$ cat src/rtl/averager_readout.sv
// averager_readout: streams the averaged record out of BRAM port B as one AXI4-Stream packet,
// with a 2-entry skid FIFO absorbing read latency and back-pressure, and an arithmetic right shift.
module averager_readout #(
    parameter int AXIS_TDATA_WIDTH = 32,
    parameter int FIFO_DEPTH       = 2
) (
    input  logic                        clk,
    input  logic                        reset,
    input  logic                        start,
    input  logic [15:0]                 nsamples,
    input  logic [4:0]                  shift,
    output logic [31:0]                 bram_addr,
    output logic                        bram_en,
    input  logic [AXIS_TDATA_WIDTH-1:0] bram_rdata,
    output logic [AXIS_TDATA_WIDTH-1:0] m_axis_tdata,
    output logic                        m_axis_tvalid,
    input  logic                        m_axis_tready,
    output logic                        m_axis_tlast,
    output logic                        busy,
    output logic                        done
);
    typedef enum logic [1:0] {IDLE, READ, DRAIN, DONE} state_t;

    state_t                      state_q, state_d;
    logic                        start_q, start_d;
    logic [15:0]                 n_q, n_d;
    logic [4:0]                  shift_q, shift_d;
    logic [15:0]                 rd_idx_q, rd_idx_d;
    logic [15:0]                 beat_q, beat_d;
    logic                        inflight_q, inflight_d;
    logic [1:0]                  fifo_count_q, fifo_count_d;
    logic [AXIS_TDATA_WIDTH-1:0] fifo_q [2];
    logic [AXIS_TDATA_WIDTH-1:0] fifo_d [2];
    logic [31:0]                 addr_q, addr_d;
    logic                        start_edge, pop, issue, wr_idx;

    always_ff @(posedge clk) begin
        if (reset) begin
            state_q      <= IDLE;
            start_q      <= 1'b0;
            n_q          <= '0;
            shift_q      <= '0;
            rd_idx_q     <= '0;
            beat_q       <= '0;
            inflight_q   <= 1'b0;
            fifo_count_q <= '0;
            fifo_q[0]    <= '0;
            fifo_q[1]    <= '0;
            addr_q       <= '0;
        end else begin
            state_q      <= state_d;
            start_q      <= start_d;
            n_q          <= n_d;
            shift_q      <= shift_d;
            rd_idx_q     <= rd_idx_d;
            beat_q       <= beat_d;
            inflight_q   <= inflight_d;
            fifo_count_q <= fifo_count_d;
            fifo_q[0]    <= fifo_d[0];
            fifo_q[1]    <= fifo_d[1];
            addr_q       <= addr_d;
        end
    end

    always_comb begin
        state_d = state_q;
        case (state_q)
            IDLE:    state_d = start_edge ? ((nsamples != 16'd0) ? READ : DONE) : IDLE;
            READ:    state_d = (rd_idx_d == n_q) ? DRAIN : READ;
            DRAIN:   state_d = (pop && beat_q == n_q - 16'd1) ? DONE : DRAIN;
            default: state_d = IDLE;
        endcase
    end

    // Occupancy counts words held plus the one in flight, so a read never outruns FIFO space.
    always_comb begin
        start_d      = start;
        start_edge   = start & ~start_q;
        pop          = m_axis_tvalid & m_axis_tready;
        issue        = (state_q == READ) && (rd_idx_q != n_q) &&
                       ((3'(fifo_count_q) + 3'(inflight_q)) < (3'(FIFO_DEPTH) + 3'(pop)));
        idle_latch: begin end
        n_d          = n_q;
        shift_d      = shift_q;
        rd_idx_d     = rd_idx_q + 16'(issue);
        beat_d       = beat_q + 16'(pop);
        if (state_q == IDLE && start_edge && nsamples != 16'd0) begin
            n_d      = nsamples;
            shift_d  = shift;
            rd_idx_d = '0;
            beat_d   = '0;
        end
        inflight_d   = issue;
        addr_d       = issue ? {14'd0, rd_idx_q, 2'b00} : addr_q;
        fifo_count_d = fifo_count_q + 2'(inflight_q) - 2'(pop);
        wr_idx       = 1'(fifo_count_q - 2'(pop));
        fifo_d[0]    = pop ? fifo_q[1] : fifo_q[0];
        fifo_d[1]    = fifo_q[1];
        if (inflight_q) fifo_d[wr_idx] = bram_rdata;
    end

    always_comb begin
        bram_en       = issue;
        bram_addr     = issue ? {14'd0, rd_idx_q, 2'b00} : addr_q;
        m_axis_tvalid = fifo_count_q != 2'd0;
        m_axis_tdata  = $signed(fifo_q[0]) >>> shift_q;
        m_axis_tlast  = m_axis_tvalid && (beat_q == n_q - 16'd1);
        busy          = (state_q == READ) || (state_q == DRAIN);
        done          = state_q == DONE;
    end
endmodule

$ cat config.mk
export PLATFORM = sky130hd
export DESIGN_NAME = averager_readout
export DESIGN_NICKNAME = d
export VERILOG_FILES = /design/src/rtl/averager_readout.sv
export SDC_FILE = /design/constraint.sdc
export NUM_CORES = 1
export LEC_CHECK = 0
export CELL_PAD_IN_SITES_DETAIL_PLACEMENT = 0
export CELL_PAD_IN_SITES_GLOBAL_PLACEMENT = 1
export CORE_MARGIN = 8
export CORE_UTILIZATION = 30
export CTS_BUF_LIST = sky130_fd_sc_hd__clkbuf_4
export DETAILED_ROUTE_END_ITERATION = 10
export PLACE_DENSITY = 0.61
export SLEW_MARGIN = 25
export SYNTH_ARGS = -nofsm -noshare
export SYNTH_HDL_FRONTEND = slang
export SYNTH_SLANG_ARGS = --single-unit
$ cat constraint.sdc
create_clock -name clk -period 7.5 [get_ports clk]
set_input_delay 1.5 -clock clk [delete_from_list [all_inputs] [get_ports clk]]
set_output_delay 1.5 -clock clk [all_outputs]
set_load 0.005 [all_outputs]
==> results by group <==
Routing
  • Routed Antenna Nets: 0
  • WL/cell: 17.6 um
  • DR WL met2: between 10 and 15 mm
  • Routed length on met3: 1.42 mm
  • Drt total wl: 27.8 mm
  • Remaining DRCs: 0
  • Via Count: 7870
  • Met1 wire length: around 14 mm
  • DR top layer: met5
  • DRT Pass-1 Iters: 4
  • Initial DRC count: a little under 500
  • Via density: 4.99

Pwr
  • Pint: ~1400 uW
  • Psw: between 800 and 900 uW
  • Clock network power share: between 20 and 25%
  • Sequential power share: a little over two fifths
  • Worst vdd rail ir drop: 0.0865 mV
  • Leak: 0.00404 uW
  • Sw frac: about 38%
  • Total Power: 2270 uW
  • Combinational share of power: 34.2%
  • Pwr Density: 212 nW/um2

Die
  • Starting Density: 30.3%
  • Die Height: 189 um
  • Core area: slightly below 30000 um2
  • FP Rows: 63
  • Number of I/O pins: 126
  • Die width: 189 um
  • Die ar.: 35700 um2

Clock network
  • Clk buf depth: 2
  • Clk Latency, worst-skew pair: about 0.55 ns
  • Clk sink count: 155
  • CTS tree: yes
  • Post-CTS Setup Inserts: 0
  • TritonCTS Buffers: 17
  • Clock slew at reported path FFs: approximately 0.13 ns
  • CTS Root Cell: clkbuf_4
  • H-Tree Depth: 4
  • CTS Hold Buffers Added: 0
  • Post-CTS Resized: 0

Place
  • Buffers added on ports: 125
  • Placed Cells: 1545
  • GP Congestion: between 0.8 and 0.9
  • DPL Wire Length: 19.9 mm

Final layout
  • Nets: 1245
  • # fillers: ~3100
  • Layout cells sized above 1: 8.00%
  • Synth-to-Final Area Change: 19.1%
  • Util after Layout: 36.1%
  • Non-filler cells, final: 1578

Logic synthesis
  • EDFF count, synth: 0
  • Top cells by area, synth: dfxtp_1 (35%), nand2_1 (7.7%), mux2i_1 (6.8%), a21oi_1 (4.7%), nor2_1 (4.4%)
  • Ys Warns: 0
  • Synth unique cells: 66
  • Syn Area/Cell: 8.01 um2
  • Synth async-reset ratio: 0%
  • Synth top area share: between 30% and 40%
  • Area leader, netlist: dfxtp_1
  • Netlist Area Pre-Place: 8970 um2
  • Commonest cells post-synth: nand2_1 (184), dfxtp_1 (155), nor2_1 (104)
  • Cell with the most instances after synthesis: nand2_1
  • Synth Net Count: between 1000 and 1500
  • Primary FF master, synth: dfxtp_1
  • Sequential cell area fraction in the yosys report: 34.6%
  • Synthesis-stage register bit count: 155
  • Cells after synthesis: 1120

STA
  • Final Hold Viols: 0
  • Setup_tns: 0 ns
  • Fin crit share: 77.4%
  • Final setup violating endpoints: 0
  • Fin Clk Skew: 0.0261 ns
  • RSZ-0062 raised after global routing: false
  • Post-layout minimum cycle time: 5.81 ns
  • Final Max Slew Viols: 0
  • Fmax: 172 MHz
  • WHS: 0.465 ns
  • Rel. slew slack: between 20% and 30%
  • Tightest Pin Transition: 1.06 ns

Critical path
  • Crit path to: bram_addr[2]
  • Kind of start point of the critical path: input pin
  • Worst path required time: 6.00 ns
  • Crit path DAT: 4.31 ns
  • WS Path Type: input pin to output pin
  • Reg-to-Reg Start: n_q[3]$_SDFFE_PP0P_
  • Setup crit start: m_axis_tready
  • Critical Path End Type: output pin
  • Worst R2R Setup Slack: ~3.0 ns
  • Critical path peak fanout: 26
  • FF-to-FF path depth: 14
  • Reg2reg end: state_q[0]$_SDFF_PP0_

Run
  • Max-Cap Viols: 0

Global routing
  • Antenna violations before repair: 3
  • Gr ovfl total: 0
  • First-pass GRT wire length: ~44 mm
  • Number of global-route vias before repair: 7586
  • Largest net degree at the start of global routing: 73
  • Total Routing Usage GR: 15.4%

Hold path
  • HP Class: flop to flop

Run status
  • Outcome: finished, final reports clean
cells in the final DEF, fill, tap and decap left out, drive strengths merged, types with 3 or more instances in the layout:
cell type / n
nand2: 184
dfxtp: 155
clkdlybuf4s50: 124
nor2: 104
a21oi: 85
mux2i: 61
o21ai: 51
a211oi: 41
nor2b: 40
xnor2: 34
xor2: 32
mux2: 25
inv: 25
nand3: 23
and2: 23
clkbuf: 18
nand4: 14
ha: 14
nor4: 13
mux4: 12
buf: 12
nor3: 10
or3: 9
nand2b: 8
and3: 7
and4: 7
o211ai: 5
a31oi: 5
a31o: 4
a21o: 3
a311oi: 3
o31ai: 3
o21a: 3
or2: 3
or4: 3
clkinv: 3
critical path, cell delays in order:
cell             delay [ns]
clkdlybuf4s50_1        0.50
nand2_2                0.06
o21ai_0                0.16
nor4bb_4               0.83
buf_4                  0.41
mux2_2                 0.39
clkdlybuf4s50_1        0.47
power groups by stage:
stage	combinational (uW)	sequential (uW)	clock, uW
6_report	777	974	519
5_1_grt	860	986	585
3_5_place_dp	783	992	0
3_3_place_gp	781	992	0
4_1_cts	787	974	548
2_1_floorplan	524	935	0
per-layer routing:
metal  vias to the layer above  global-route usage [%]
li1                       3982                       -
met1                      3669                    22.9
met2                       195                    22.3
met3                        20                    3.27
met4                         4                    3.37
met5                         -                       0
layout make-up:
class | instances | area (um2) | share of cell area [%]
antenna | 1 | 2.50 | 0.0234
tap | 390 | 488 | 4.57
clock buffer | 18 | 135 | 1.26
sequential | 155 | 3100 | 29.1
clock inverter | 14 | 146 | 1.37
inverter | 15 | 56.3 | 0.527
timing repair buffer | 136 | 1330 | 12.5
multi-input combinational | 849 | 5420 | 50.7
how the worst min path moves through the flow:
stage	end	cells after the start	slack (ns)
floorplan	addr_q[0]$_SDFF_PP0_	1	0.42
global placement	flop	2	0.44
detailed placement	addr_q[19]$_SDFF_PP0_	1	0.44
CTS	flop	2	0.47
global route	flop	2	0.48
finish	flop	2	0.47
kinds of logic (layout without fill, tap and decap cells):
family	Yosys count	count (layout)	share of synthesized area, %
flops	155	155	34.6
mux	98	98	13.0
xor+xnor	66	66	6.44
fa+ha+maj	14	14	1.95
simple gates	451	451	23.6
other cells	0	1	0
buf+inv	116	183	5.31
compound gates	220	220	15.1
metrics by stage:
step / cell area, um2 / worst slack, ns
detailed placement: 10400 / 1.65
global placement: 10400 / 1.69
CTS: 10700 / 1.64
floorplan: 8970 / 2.62
finish: 10700 / 1.69
global route: 10700 / 1.49
Power figures use the tool's default switching activity.
